## src/rtl/cdi_uart_rx_fifo.sv

```systemverilog
// Receive side of the SCC68070 debug UART: 8N1 deserialiser feeding a show-ahead FIFO
// drained by a valid/ack reader, with sticky framing-error and overflow status.
module cdi_uart_rx_fifo #(
    parameter int CLKS_PER_BIT = 3125,
    parameter int FIFO_DEPTH   = 16,
    parameter int CNT_W        = $clog2(FIFO_DEPTH) + 1
) (
    input  logic             clk,
    input  logic             reset_n,
    input  logic             uart_rx,
    output logic [7:0]       rx_data,
    output logic             rx_valid,
    input  logic             rx_ack,
    output logic [CNT_W-1:0] fifo_count,
    output logic             framing_err,
    output logic             overflow,
    input  logic             err_clr,
    output logic             busy
);

    localparam int CTR_W = $clog2(CLKS_PER_BIT);
    localparam int PTR_W = $clog2(FIFO_DEPTH);
    localparam logic [CTR_W-1:0] CTR_HALF = CTR_W'(CLKS_PER_BIT / 2);
    localparam logic [CTR_W-1:0] CTR_LAST = CTR_W'(CLKS_PER_BIT - 1);
    localparam logic [CNT_W-1:0] CNT_FULL = CNT_W'(FIFO_DEPTH);

    typedef enum logic [1:0] {
        IDLE,
        START,
        DATA,
        STOP
    } state_t;

    logic             sync1;
    logic             rxs;
    logic             rxs_prev;
    state_t           state;
    state_t           state_next;
    logic [CTR_W-1:0] ctr;
    logic [CTR_W-1:0] ctr_next;
    logic [2:0]       bit_idx;
    logic [2:0]       bit_idx_next;
    logic [7:0]       shift;
    logic [7:0]       shift_next;
    logic             push;
    logic             ferr_set;

    logic [7:0]       mem [FIFO_DEPTH];
    logic [PTR_W-1:0] wr_ptr;
    logic [PTR_W-1:0] rd_ptr;
    logic [CNT_W-1:0] count;
    logic             pop;
    logic             full;
    logic             do_push;
    logic             ovf_set;

    // The line idles high, so the synchroniser resets to 1 to avoid a false start edge.
    always_ff @(posedge clk or negedge reset_n) begin
        if (!reset_n) begin
            sync1    <= 1'b1;
            rxs      <= 1'b1;
            rxs_prev <= 1'b1;
        end else begin
            sync1    <= uart_rx;
            rxs      <= sync1;
            rxs_prev <= rxs;
        end
    end

    always_ff @(posedge clk or negedge reset_n) begin
        if (!reset_n) begin
            state   <= IDLE;
            ctr     <= '0;
            bit_idx <= '0;
            shift   <= '0;
        end else begin
            state   <= state_next;
            ctr     <= ctr_next;
            bit_idx <= bit_idx_next;
            shift   <= shift_next;
        end
    end

    always_comb begin
        state_next   = state;
        ctr_next     = ctr;
        bit_idx_next = bit_idx;
        shift_next   = shift;
        push         = 1'b0;
        ferr_set     = 1'b0;
        case (state)
            IDLE: begin
                ctr_next = '0;
                // Edge-triggered start: a held-low break cannot retrigger a frame.
                if (rxs_prev && !rxs) begin
                    state_next = START;
                end
            end
            START: begin
                if (ctr == CTR_HALF) begin
                    ctr_next     = '0;
                    bit_idx_next = '0;
                    state_next   = rxs ? IDLE : DATA;
                end else begin
                    ctr_next = ctr + 1'b1;
                end
            end
            DATA: begin
                if (ctr == CTR_LAST) begin
                    ctr_next     = '0;
                    shift_next   = {rxs, shift[7:1]};
                    bit_idx_next = bit_idx + 1'b1;
                    if (bit_idx == 3'd7) begin
                        state_next = STOP;
                    end
                end else begin
                    ctr_next = ctr + 1'b1;
                end
            end
            STOP: begin
                if (ctr == CTR_LAST) begin
                    ctr_next   = '0;
                    state_next = IDLE;
                    push       = rxs;
                    ferr_set   = !rxs;
                end else begin
                    ctr_next = ctr + 1'b1;
                end
            end
            default: begin
                state_next = IDLE;
                ctr_next   = '0;
            end
        endcase
    end

    assign rx_valid = (count != '0);
    assign pop      = rx_ack && rx_valid;
    assign full     = (count == CNT_FULL);
    // A simultaneous pop frees a slot, so a push into a full FIFO still lands.
    assign do_push  = push && (!full || pop);
    assign ovf_set  = push && full && !pop;

    always_ff @(posedge clk) begin
        if (do_push) begin
            mem[wr_ptr] <= shift;
        end
    end

    always_ff @(posedge clk or negedge reset_n) begin
        if (!reset_n) begin
            wr_ptr <= '0;
            rd_ptr <= '0;
            count  <= '0;
        end else begin
            if (do_push) begin
                wr_ptr <= wr_ptr + 1'b1;
            end
            if (pop) begin
                rd_ptr <= rd_ptr + 1'b1;
            end
            if (do_push && !pop) begin
                count <= count + 1'b1;
            end else if (pop && !do_push) begin
                count <= count - 1'b1;
            end
        end
    end

    // Set events take priority over err_clr so no error can slip past a clear.
    always_ff @(posedge clk or negedge reset_n) begin
        if (!reset_n) begin
            framing_err <= 1'b0;
            overflow    <= 1'b0;
        end else begin
            framing_err <= ferr_set || (framing_err && !err_clr);
            overflow    <= ovf_set  || (overflow && !err_clr);
        end
    end

    assign rx_data    = rx_valid ? mem[rd_ptr] : 8'h00;
    assign fifo_count = count;
    assign busy       = (state != IDLE);

endmodule

```

## config.mk

```make
export PLATFORM = sky130hd
export DESIGN_NAME = cdi_uart_rx_fifo
export DESIGN_NICKNAME = d
export VERILOG_FILES = /design/src/rtl/cdi_uart_rx_fifo.sv
export SDC_FILE = /design/constraint.sdc
export NUM_CORES = 1
export LEC_CHECK = 0
export CAP_MARGIN = 0
export CORE_MARGIN = 2
export CORE_UTILIZATION = 45
export DETAILED_ROUTE_END_ITERATION = 16
export DONT_BUFFER_PORTS = 1
export HOLD_SLACK_MARGIN = 0.02
export PLACE_DENSITY = 0.64
export SYNTH_ARGS = -nofsm -noshare
export SYNTH_HDL_FRONTEND = slang
export SYNTH_SLANG_ARGS = --single-unit
```

## constraint.sdc

```tcl
create_clock -name clk -period 3.7 [get_ports clk]
set_input_delay 0.37 -clock clk [delete_from_list [all_inputs] [get_ports clk]]
set_output_delay 0.37 -clock clk [all_outputs]
set_load 0.02 [all_outputs]
```

==> flow_metrics.py, run 1 <==
metrics = {
    "outcome": {
        "status": "completed",
    },
    "synthesis": {
        "synth.avg_cell_area_um2": 17.3,
        "ys_ff_latch": 171,
        "ys_types": 51,
        "synth-async-reset-ratio": 0.251,
        "syn_inst": 418,
        "synth_largest_area_cell": "edfxtp_1",
        "yosysSeqAreaShare": 0.682,
        "synth_nets": 438,
        "synth-edff-count": 128,
        "synth_flop_cell": "edfxtp_1",
        "synthesis.area_um2": 7220,
        "ys_warn_count": 0,
        "synthTopCellsByArea": "edfxtp_1 53%, dfrtp_1 14%, mux4_2 10%",
        "synth_top_area_share": 0.532,
    },
    "timing": {
        "layout_setup_ws_ps": 389,
        "fmax_ghz": 0.302,
        "finalCriticalPeriod_ps": 3310,
        "rsz0062_at_grt": "no",
        "tns_ps": 0,
        "finalMaxSlewViolations": 0,
        "slew_headroom": 0.366,
        "fin_crit_sh": 0.895,
        "setup_viol": 0,
        "hold_violations": 0,
        "worst_pin_slew_ps": 951,
        "clock_skew_ps": 6.57,
    },
    "clocking": {
        "root_buffer": "clkbuf_16",
        "cts.sinks": 171,
        "cts_tree": "yes",
        "path_clk_slew_ps": 60,
        "cts-buffers-inserted": 17,
        "clkLatencyLatePin_ps": 420,
        "clockBufferDepth": 2,
        "cts_htree_levels": 4,
        "post_cts_buffers": 0,
    },
    "global_route": {
        "antenna_found_initial": 0,
        "grt_usage": 0.169,
        "grt_pass1_vias": 3797,
        "grt-ovfl-total": 0,
        "grt_max_degree": 44,
        "grt_pass1_wl_um": 21000,
    },
    "route": {
        "viasPerCell": 5.62,
        "drt-initial-drc-count": 273,
        "post_drt_wl_per_cell_um": 20.4,
        "wl_met2_um": 6510,
        "highest_layer": "met4",
        "wl_met3_um": 708,
        "drtAntennaViolNets": 0,
        "firstDrtPassIters": 4,
        "drt-total-wl_um": 13400,
        "via_count": 3696,
        "drc_errors": 0,
        "m1WireLength_um": 6020,
    },
    "die": {
        "core_um2": 15800,
        "rows": 46,
        "start_util": 0.458,
        "fp.dieW_um": 131,
        "die_height_um": 131,
        "ios": 22,
        "die_area_um2": 17100,
    },
    "critical_path": {
        "max_stage_delay_ps": 440,
        "end_kind": "register",
        "r2r_start": "ctr[0]$_DFF_PN0_",
        "cp_common_cell": "inv_1",
        "path_cells": "inv_1, ha_1, nand4b_1, nor3_2, nand3_2, inv_1, ha_1, inv_1, fa_1, a21o_1, a2111oi_0, o31ai_1",
        "critPathLaunch": "ctr[0]$_DFF_PN0_",
        "arrival_ps": 3590,
        "worstPathMaxFanout": 6,
        "start_kind": "register",
        "cp_slowest_cell": "dfrtp_1",
        "crit_type": "register to register",
        "reg2reg_slack_ps": 390,
        "cp_top_family": "adder cells",
        "required_ps": 3980,
        "crit_buf_inv": 3,
    },
    "final_layout": {
        "syn2layout_area_growth_pct": 12.7,
        "design.final.nets": 449,
        "drive_gt1_frac": 0.242,
        "antennaDiodeCount": 0,
    },
    "placed_design": {
        "port_buffers": 0,
        "gp_congestion": 0.781,
        "dp_slack_ps": 362,
        "dp_hpwl_um": 8450,
    },
    "power_and_ir_drop": {
        "p_per_area_nw_per_um2": 497,
        "leakagePower_nw": 3.21,
        "ir_worst_vdd_mv": 0.403,
    },
    "min_path": {
        "hp-start": "rx_ack",
        "hp-class": "input port to register",
    },
    "run": {
        "drv_cap": 0,
    },
}
[layer usage]
metal | GRT usage | up-vias
met3 | 0.0472 | 13
li1 | - | 1673
met2 | 0.267 | 82
met5 | 0 | -
met1 | 0.228 | 1928
met4 | 0.0551 | 0
[state kept, by name, summed over array words and instances (netlist names), named ones only]
register / flops
rxs: 1
wr_ptr: 4
fifo_count: 5
framing_err: 1
sync1: 1
shift: 8
rd_ptr: 4
mem: 128
rxs_prev: 1
overflow: 1
bit_idx: 3
state: 1
ctr: 12
[worst reg2reg max path: stages (launching register included)]
cell,delay (ps)
dfrtp_1,440
inv_1,110
ha_1,150
nand4b_1,220
nor3_2,350
nand3_2,210
inv_1,130
ha_1,220
inv_1,140
fa_1,420
a21o_1,210
a2111oi_0,400
o31ai_1,170
[power breakdown]
part | switching (mW) | total (mW) | internal, mW | leakage (nW)
sequential | 0.0668 | 2.15 | 2.08 | 2.05
combinational | 0.0738 | 0.135 | 0.0609 | 0.867
clock | 0.724 | 1.76 | 1.04 | 0.285
[layout make-up]
type | count | area, um2
fillers | 1308 | 7630
flip-flops and latches | 171 | 4920
multi-input cells | 218 | 2200
clock buffers | 20 | 457
well taps | 216 | 270
clock inverters | 12 | 139
repair buffers | 12 | 115
inverters | 9 | 33.8
[cells in the mapped netlist (all sizes together), types with 3 or more instances]
cell    number
a21oi       11
and4         7
and4b        8
buf         12
clkbuf       8
dfrtp       40
dfstp        3
edfxtp     128
ha          14
inv          9
mux2        19
mux2i        9
mux4        32
nand2       13
nand3       11
nand4        4
nand4b       3
nor2        15
nor3         7
nor4         4
nor4b        5
o21ai       13
xnor2       13
xor2         6
[layout by cell type (no fill, tap or decap), types with 4 or more instances in the layout]
master,count
a21oi_1,11
and4_1,7
and4b_1,8
buf_4,9
clkbuf_16,17
dfrtp_1,39
edfxtp_1,128
ha_1,14
inv_1,9
mux2_2,13
mux2_4,6
mux2i_1,9
mux4_2,32
nand2_1,13
nand3_1,10
nand4_1,4
nor2_1,15
nor3_1,6
nor4_1,4
nor4b_2,4
o21ai_0,12
xnor2_1,13
xor2_1,6
[worst paths after layout]
| path | to | depth (start not counted) |
|---|---|---|
| setup reg to reg | fifo_count[4]$_DFFE_PN0P_ | 12 |
| min in group asynchronous | fifo_count[2]$_DFFE_PN0P_ | 2 |
| hold reg to reg | rxs$_DFF_PN1_ | 0 |
| hold / removal | rd_ptr[2]$_DFFE_PN0N_ | 2 |
| setup / recovery | fifo_count[4]$_DFFE_PN0P_ | 12 |
| max in group asynchronous | rxs_prev$_DFF_PN1_ | 2 |
[through the flow]
stage | instance area, um2 | total power [mW] | util | hold WS (ps) | instances
after global routing | 8140 | 4.17 | 0.516 | 121 | 658
final | 8140 | 4.04 | 0.516 | 120 | 658
after CTS | 8130 | 4.07 | 0.516 | 104 | 658
after detailed placement | 7490 | 2.30 | 0.475 | 75.6 | 623
after floorplan | 7220 | 2.26 | - | 74.4 | 418
after global placement | 7490 | 2.29 | 0.475 | 75.6 | 623
[cell families (layout without fill, tap and decap cells)]
| kind of cell | after synthesis | after routing | synth area share |
|---|---|---|---|
| adders and majority gates | 15 | 15 | 0.0270 |
| and+or+nand+nor | 89 | 89 | 0.0766 |
| DFF | 171 | 171 | 0.682 |
| buffers and inverters | 29 | 53 | 0.0180 |
| muxes | 60 | 60 | 0.145 |
| AOI/OAI and AO/OA | 35 | 35 | 0.0288 |
| xor gates and xnor gates | 19 | 19 | 0.0230 |
[what timing repair did]
action,4_1_cts,5_1_grt
hold buffers,3,0
setup endpoints to repair,0,1
gates resized for setup,0,1
hold endpoints to repair,44,0
Note: power is estimated with default switching activity, not from simulation.
==> run 2: changes to the inputs <==
--- a/config.mk
+++ b/config.mk
@@ -5,9 +5,11 @@
 export SDC_FILE = /design/constraint.sdc
 export NUM_CORES = 1
 export LEC_CHECK = 0
+export ABC_AREA = 1
 export CAP_MARGIN = 0
 export CORE_MARGIN = 2
 export CORE_UTILIZATION = 45
+export CTS_CLUSTER_DIAMETER = 120
 export DETAILED_ROUTE_END_ITERATION = 16
 export DONT_BUFFER_PORTS = 1
 export HOLD_SLACK_MARGIN = 0.02
==> constraint.sdc (replaced) <==
create_clock -name clk -period 3.53 [get_ports clk]
set_input_delay 0.353 -clock clk [delete_from_list [all_inputs] [get_ports clk]]
set_output_delay 0.353 -clock clk [all_outputs]
set_load 0.02 [all_outputs]
==> flow_metrics.py, run 2 <==
metrics = {
    "outcome": {
        "status": "completed",
    },
    "clocking": {
        "cts-buffers-inserted": 17,
        "cts_tree": "yes",
        "root_buffer": "clkbuf_16",
        "clkLatencyLatePin_ps": 430,
        "path_clk_slew_ps": 60,
        "post_cts_buffers": 0,
        "cts.sinks": 171,
        "cts_htree_levels": 4,
        "clockBufferDepth": 2,
    },
    "power_and_ir_drop": {
        "p_per_area_nw_per_um2": 695,
        "combinationalPowerShare": 0.256,
        "ir_worst_vdd_mv": 0.377,
        "leakagePower_nw": 3.42,
        "swShare": 0.344,
        "internal_power_mw": 3.77,
        "clock_power_share": 0.321,
        "p_switching_mw": 1.98,
        "seq_power_share": 0.423,
    },
    "synthesis": {
        "yosysSeqAreaShare": 0.664,
        "synthTopCellsByArea": "edfxtp_1 52%, dfrtp_1 13%, nand2_1 9.6%",
        "synth.avg_cell_area_um2": 10.8,
        "synth_largest_area_cell": "edfxtp_1",
        "synth_nets": 709,
        "ys_types": 31,
        "synth_compound_area_frac": 0.0471,
        "synth-async-reset-ratio": 0.251,
        "synth_xor_area_frac": 0.0142,
        "synthAdderAreaFrac": 0.0263,
        "ys_warn_count": 0,
        "synth_flop_cell": "edfxtp_1",
        "synth_top_area_share": 0.518,
        "synthesis.area_um2": 7420,
        "ys_ff_latch": 171,
        "muxShareOfSynthArea": 0.0106,
        "synth-edff-count": 128,
        "synth_top_family_by_area": "simple AND/OR/NAND/NOR gates",
        "yosys-top-cells-count": "190 x nand2_1, 128 x edfxtp_1, 82 x nand3_1, 57 x nor2_1, 40 x dfrtp_1",
        "syn_inst": 689,
        "synth_simple_gate_area_frac": 0.201,
        "synth.most_common_cell": "nand2_1",
    },
    "global_route": {
        "antenna_found_initial": 0,
        "grt_max_degree": 44,
        "grt-ovfl-total": 0,
        "grt_usage": 0.194,
        "grt_pass1_vias": 4931,
        "grt_pass1_wl_um": 26000,
    },
    "route": {
        "post_drt_wl_per_cell_um": 17.1,
        "firstDrtPassIters": 5,
        "via_count": 4861,
        "drtAntennaViolNets": 0,
        "drt-total-wl_um": 15700,
        "drc_errors": 0,
        "viasPerCell": 5.28,
        "drt-initial-drc-count": 448,
    },
    "critical_path": {
        "path_cells": "inv_2, buf_4, nand2_1, nand3_1, nand2_1, a21oi_1, o31ai_1, a21oi_1",
        "reg2reg_slack_ps": 490,
        "required_ps": 3180,
        "max_stage_delay_ps": 590,
        "arrival_ps": 2790,
        "crit_buf_inv": 2,
        "end_kind": "output pin",
        "worstPathMaxFanout": 32,
        "cp_top_family": "buffers and inverters",
        "start_kind": "register",
        "crit_type": "register to output pin",
        "cp_slowest_cell": "dfrtp_2",
    },
    "min_path": {
        "hp-class": "input port to register",
    },
    "timing": {
        "clock_skew_ps": 10.3,
        "fin_crit_sh": 0.890,
        "slew_headroom": 0.436,
        "finalMaxSlewViolations": 0,
        "tns_ps": 0,
        "setup_viol": 0,
        "rsz0062_at_grt": "no",
        "finalCriticalPeriod_ps": 3140,
        "hold_violations": 0,
        "fmax_ghz": 0.318,
        "worst_pin_slew_ps": 842,
    },
    "die": {
        "start_util": 0.463,
        "fp.dieW_um": 132,
        "die_area_um2": 17500,
        "rows": 46,
        "die_height_um": 132,
        "ios": 22,
        "core_um2": 16000,
    },
    "placed_design": {
        "dp_hpwl_um": 10200,
        "gp_congestion": 0.822,
        "port_buffers": 0,
        "place_area_um2": 7640,
    },
    "final_layout": {
        "area.sequential_um2": 4920,
        "antennaDiodeCount": 0,
        "layout_common_cells": "190 x nand2_1, 128 x edfxtp_1, 82 x nand3_1",
        "drive_gt1_frac": 0.0952,
        "multi_input_area_um2": 2220,
        "syn2layout_area_growth_pct": 11.5,
        "top_register": "mem",
        "reg_top3": "mem x128, ctr x12, shift x8",
        "fill_cells": 1454,
        "final_cell_area_um2": 8270,
        "design.final.nets": 713,
        "largest_reg_flops": 128,
        "layout_commonest_cell": "nand2_1",
    },
    "run": {
        "drv_cap": 0,
    },
}
==> run 2: cell types whose count changed after synthesis, sizes merged, moves of 9 or more <==
cell   change
mux2i      -9
mux4      -32
a21oi     +21
nand2    +181
nor2      +46
xnor2     -10
mux2      -12
inv       +34
nand3     +71
==> run 2: cells by family after synthesis <==
kind of cell    count (synthesis)
fa+ha+maj                      15
flops                         171
simple gates                  351
mux                             7
xor+xnor                       12
buf+inv                        69
compound gates                 64
==> run 2: power groups by stage <==
| stage | Clock (mW) | Sequential (mW) | Combinational, mW |
|---|---|---|---|
| detailed placement | 0 | 2.47 | 1.47 |
| global route | 1.97 | 2.45 | 1.64 |
| floorplan | 0 | 2.38 | 1.15 |
| global placement | 0 | 2.46 | 1.43 |
| CTS | 1.87 | 2.43 | 1.49 |
| finish | 1.84 | 2.43 | 1.47 |
==> run 2: through the flow <==
stage / total power, mW / util / hold WS [ps] / setup slack, ps / std cells
after CTS: 5.78 / 0.517 / 32.9 / 356 / 920
after detailed placement: 3.93 / 0.477 / 58.5 / 571 / 886
after floorplan: 3.53 / - / 57.4 / 991 / 689
after global placement: 3.89 / 0.477 / 58.6 / 765 / 886
after global routing: 6.07 / 0.517 / 30.1 / 213 / 920
final: 5.75 / 0.517 / 44.6 / 390 / 920
==> run 2: repair_timing <==
action,in CTS,in global routing
hold buffers,4,0
endpoints found under the hold margin,45,0
resized for setup,0,0
==> run 2: area by class of cell <==
cell class | instances | area share
inverters | 43 | 0.0195
clock inverters | 12 | 0.0182
well taps | 216 | 0.0327
multi-input cells | 449 | 0.268
clock buffers | 18 | 0.0519
repair buffers | 11 | 0.0139
flip-flops and latches | 171 | 0.596
==> run 2: layer usage <==
layer,GRT usage,up-vias,wire length [um]
met5,0,-,0
met4,0.0573,0,179
met3,0.0477,14,894
met2,0.322,133,7830
met1,0.253,2359,6840
li1,-,2355,-
==> run 2: path summary, 6_finish.rpt <==
path | startpoint | end | cells past startpoint
max | rd_ptr[0]$_DFFE_PN0N_ | rx_data[2] | 8
min | err_clr | overflow$_DFF_PN0_ | 1
max reg2reg | fifo_count[1]$_DFFE_PN0P_ | fifo_count[4]$_DFFE_PN0P_ | 14
min reg2reg | sync1$_DFF_PN1_ | rxs$_DFF_PN1_ | 0
max in group asynchronous | reset_n | sync1$_DFF_PN1_ | 2
min in group asynchronous | reset_n | ctr[4]$_DFF_PN0_ | 2
==> run 3: changes to the inputs <==
--- a/config.mk
+++ b/config.mk
@@ -7,6 +7,7 @@
 export LEC_CHECK = 0
 export ABC_AREA = 1
 export CAP_MARGIN = 0
+export CORE_ASPECT_RATIO = 1.25
 export CORE_MARGIN = 2
 export CORE_UTILIZATION = 45
 export CTS_CLUSTER_DIAMETER = 120
==> flow_metrics.py, run 3 (synthesis results as in run 2) <==
metrics = {
    "clocking": {
        "root_buffer": "clkbuf_16",
        "cts_resized": 0,
        "ctsHoldBuffers": 4,
        "path_clk_slew_ps": 60,
        "post_cts_buffers": 0,
        "cts-buffers-inserted": 17,
        "clockBufferDepth": 2,
        "cts_tree": "yes",
        "clkLatencyLatePin_ps": 440,
        "cts_htree_levels": 4,
        "cts.sinks": 171,
    },
    "placed_design": {
        "dp_slack_ps": 687,
        "gp_congestion": 0.895,
        "dp_hpwl_um": 10300,
        "numPlacedInstances": 884,
        "place_area_um2": 7620,
        "port_buffers": 0,
    },
    "final_layout": {
        "drive_gt1_frac": 0.0910,
        "fin_util": 0.510,
        "fill_cells": 1455,
        "design.final.nets": 711,
        "fin_cells": 919,
        "syn2layout_area_growth_pct": 11.1,
        "largest_reg_flops": 128,
        "final_cell_area_um2": 8240,
        "layout_common_cells": "190 x nand2_1, 128 x edfxtp_1, 82 x nand3_1",
        "layout_commonest_cell": "nand2_1",
        "antennaDiodeCount": 0,
        "top_register": "mem",
        "reg_top3": "mem x128, ctr x12, shift x8",
    },
    "timing": {
        "slew_headroom": 0.449,
        "setup_viol": 0,
        "finalMaxSlewViolations": 0,
        "fmax_ghz": 0.329,
        "finalCriticalPeriod_ps": 3040,
        "worst_pin_slew_ps": 823,
        "fin_crit_sh": 0.860,
        "rsz0062_at_grt": "no",
        "layout_setup_ws_ps": 494,
        "tns_ps": 0,
        "clock_skew_ps": 11.0,
        "hold_violations": 0,
    },
    "global_route": {
        "grt_max_degree": 44,
        "antenna_found_initial": 0,
        "grt_pass1_vias": 4911,
        "grt-ovfl-total": 0,
        "grt_usage": 0.193,
        "grt_pass1_wl_um": 25700,
    },
    "die": {
        "core_um2": 16100,
        "fp.dieW_um": 119,
        "die_height_um": 148,
        "start_util": 0.460,
        "ios": 22,
        "die_area_um2": 17500,
        "rows": 52,
    },
    "route": {
        "highest_layer": "met4",
        "viasPerCell": 5.35,
        "drtAntennaViolNets": 0,
        "wl_met3_um": 905,
        "m1WireLength_um": 6620,
        "drt-total-wl_um": 15800,
        "via_count": 4913,
        "drt-initial-drc-count": 487,
        "post_drt_wl_per_cell_um": 17.2,
        "wl_met2_um": 8000,
        "drc_errors": 0,
        "firstDrtPassIters": 6,
    },
    "min_path": {
        "hp-class": "input port to register",
        "min_path_cells": 1,
        "hp-start": "err_clr",
        "min_to": "overflow$_DFF_PN0_",
    },
    "critical_path": {
        "required_ps": 3180,
        "reg2reg_slack_ps": 680,
        "r2r_start": "fifo_count[1]$_DFFE_PN0P_",
        "crit_type": "register to output pin",
        "reg2reg_depth": 14,
        "start_kind": "register",
        "rr_endpoint": "fifo_count[4]$_DFFE_PN0P_",
        "worstPathMaxFanout": 25,
        "arrival_ps": 2680,
        "end_kind": "output pin",
    },
    "power_and_ir_drop": {
        "ir_worst_vdd_mv": 0.451,
        "leakagePower_nw": 3.39,
        "p_per_area_nw_per_um2": 689,
    },
    "outcome": {
        "status": "completed",
    },
    "run": {
        "drv_cap": 0,
    },
}
[run 3: cell types whose count changed in the layout (fill, tap and decap cells not counted), moves of 2 or more]
| cell | previous run | this run |
|---|---|---|
| buf_4 | 6 | 4 |
| clkinv_1 | 1 | 3 |
| clkinv_4 | 2 | 0 |
| clkinvlp_4 | 1 | 3 |
| inv_6 | 0 | 2 |
[run 3: through the flow]
stage | hold slack [ps] | total power [mW]
5_1_grt | 22.4 | 5.96
3_5_place_dp | 58.6 | 3.92
2_1_floorplan | 57.4 | 3.53
4_1_cts | 25.2 | 5.70
3_3_place_gp | 58.5 | 3.89
6_report | 37.4 | 5.67
[run 3: area by class of cell]
type                    instances  area [um2]  share of cell area
flip-flops and latches        171        4920               0.598
multi-input cells             449        2220               0.269
clock buffers                  18         429              0.0521
well taps                     216         270              0.0328
inverters                      43         161              0.0196
clock inverters                13         126              0.0153
repair buffers                  9         108              0.0131
[run 3: routing by layer]
layer	up-vias	GRT usage
met5	-	0
met4	0	0.0792
met3	22	0.0394
met2	128	0.320
met1	2414	0.250
li1	2349	-
[run 3: worst max path at each step]
stage	endpoint	start	slack (ps)	cells past startpoint
detailed placement	fifo_count[4]$_DFFE_PN0P_	ctr[0]$_DFF_PN0_	690	17
floorplan	fifo_count[4]$_DFFE_PN0P_	ctr[0]$_DFF_PN0_	990	17
global placement	fifo_count[4]$_DFFE_PN0P_	ctr[0]$_DFF_PN0_	790	17
CTS	rx_data[4]	rd_ptr[1]$_DFFE_PN0N_	460	6
finish	rx_data[6]	rd_ptr[1]$_DFFE_PN0N_	490	6
global route	rx_data[6]	rd_ptr[1]$_DFFE_PN0N_	350	6
[run 3: critical path, stage by stage, from the launching register on]
cell     delay [ps]
dfrtp_1         740
inv_2           390
nand3_1         200
nand2_1          80
a21oi_1         150
o31ai_1         140
a21oi_1         540
[run 3: report_power, final]
group,internal [mW],switching (mW),leakage (nW)
Combinational,0.426,1.06,1.08
Sequential,2.23,0.191,2.05
Clock,1.03,0.745,0.261
Total,3.68,1.99,3.39
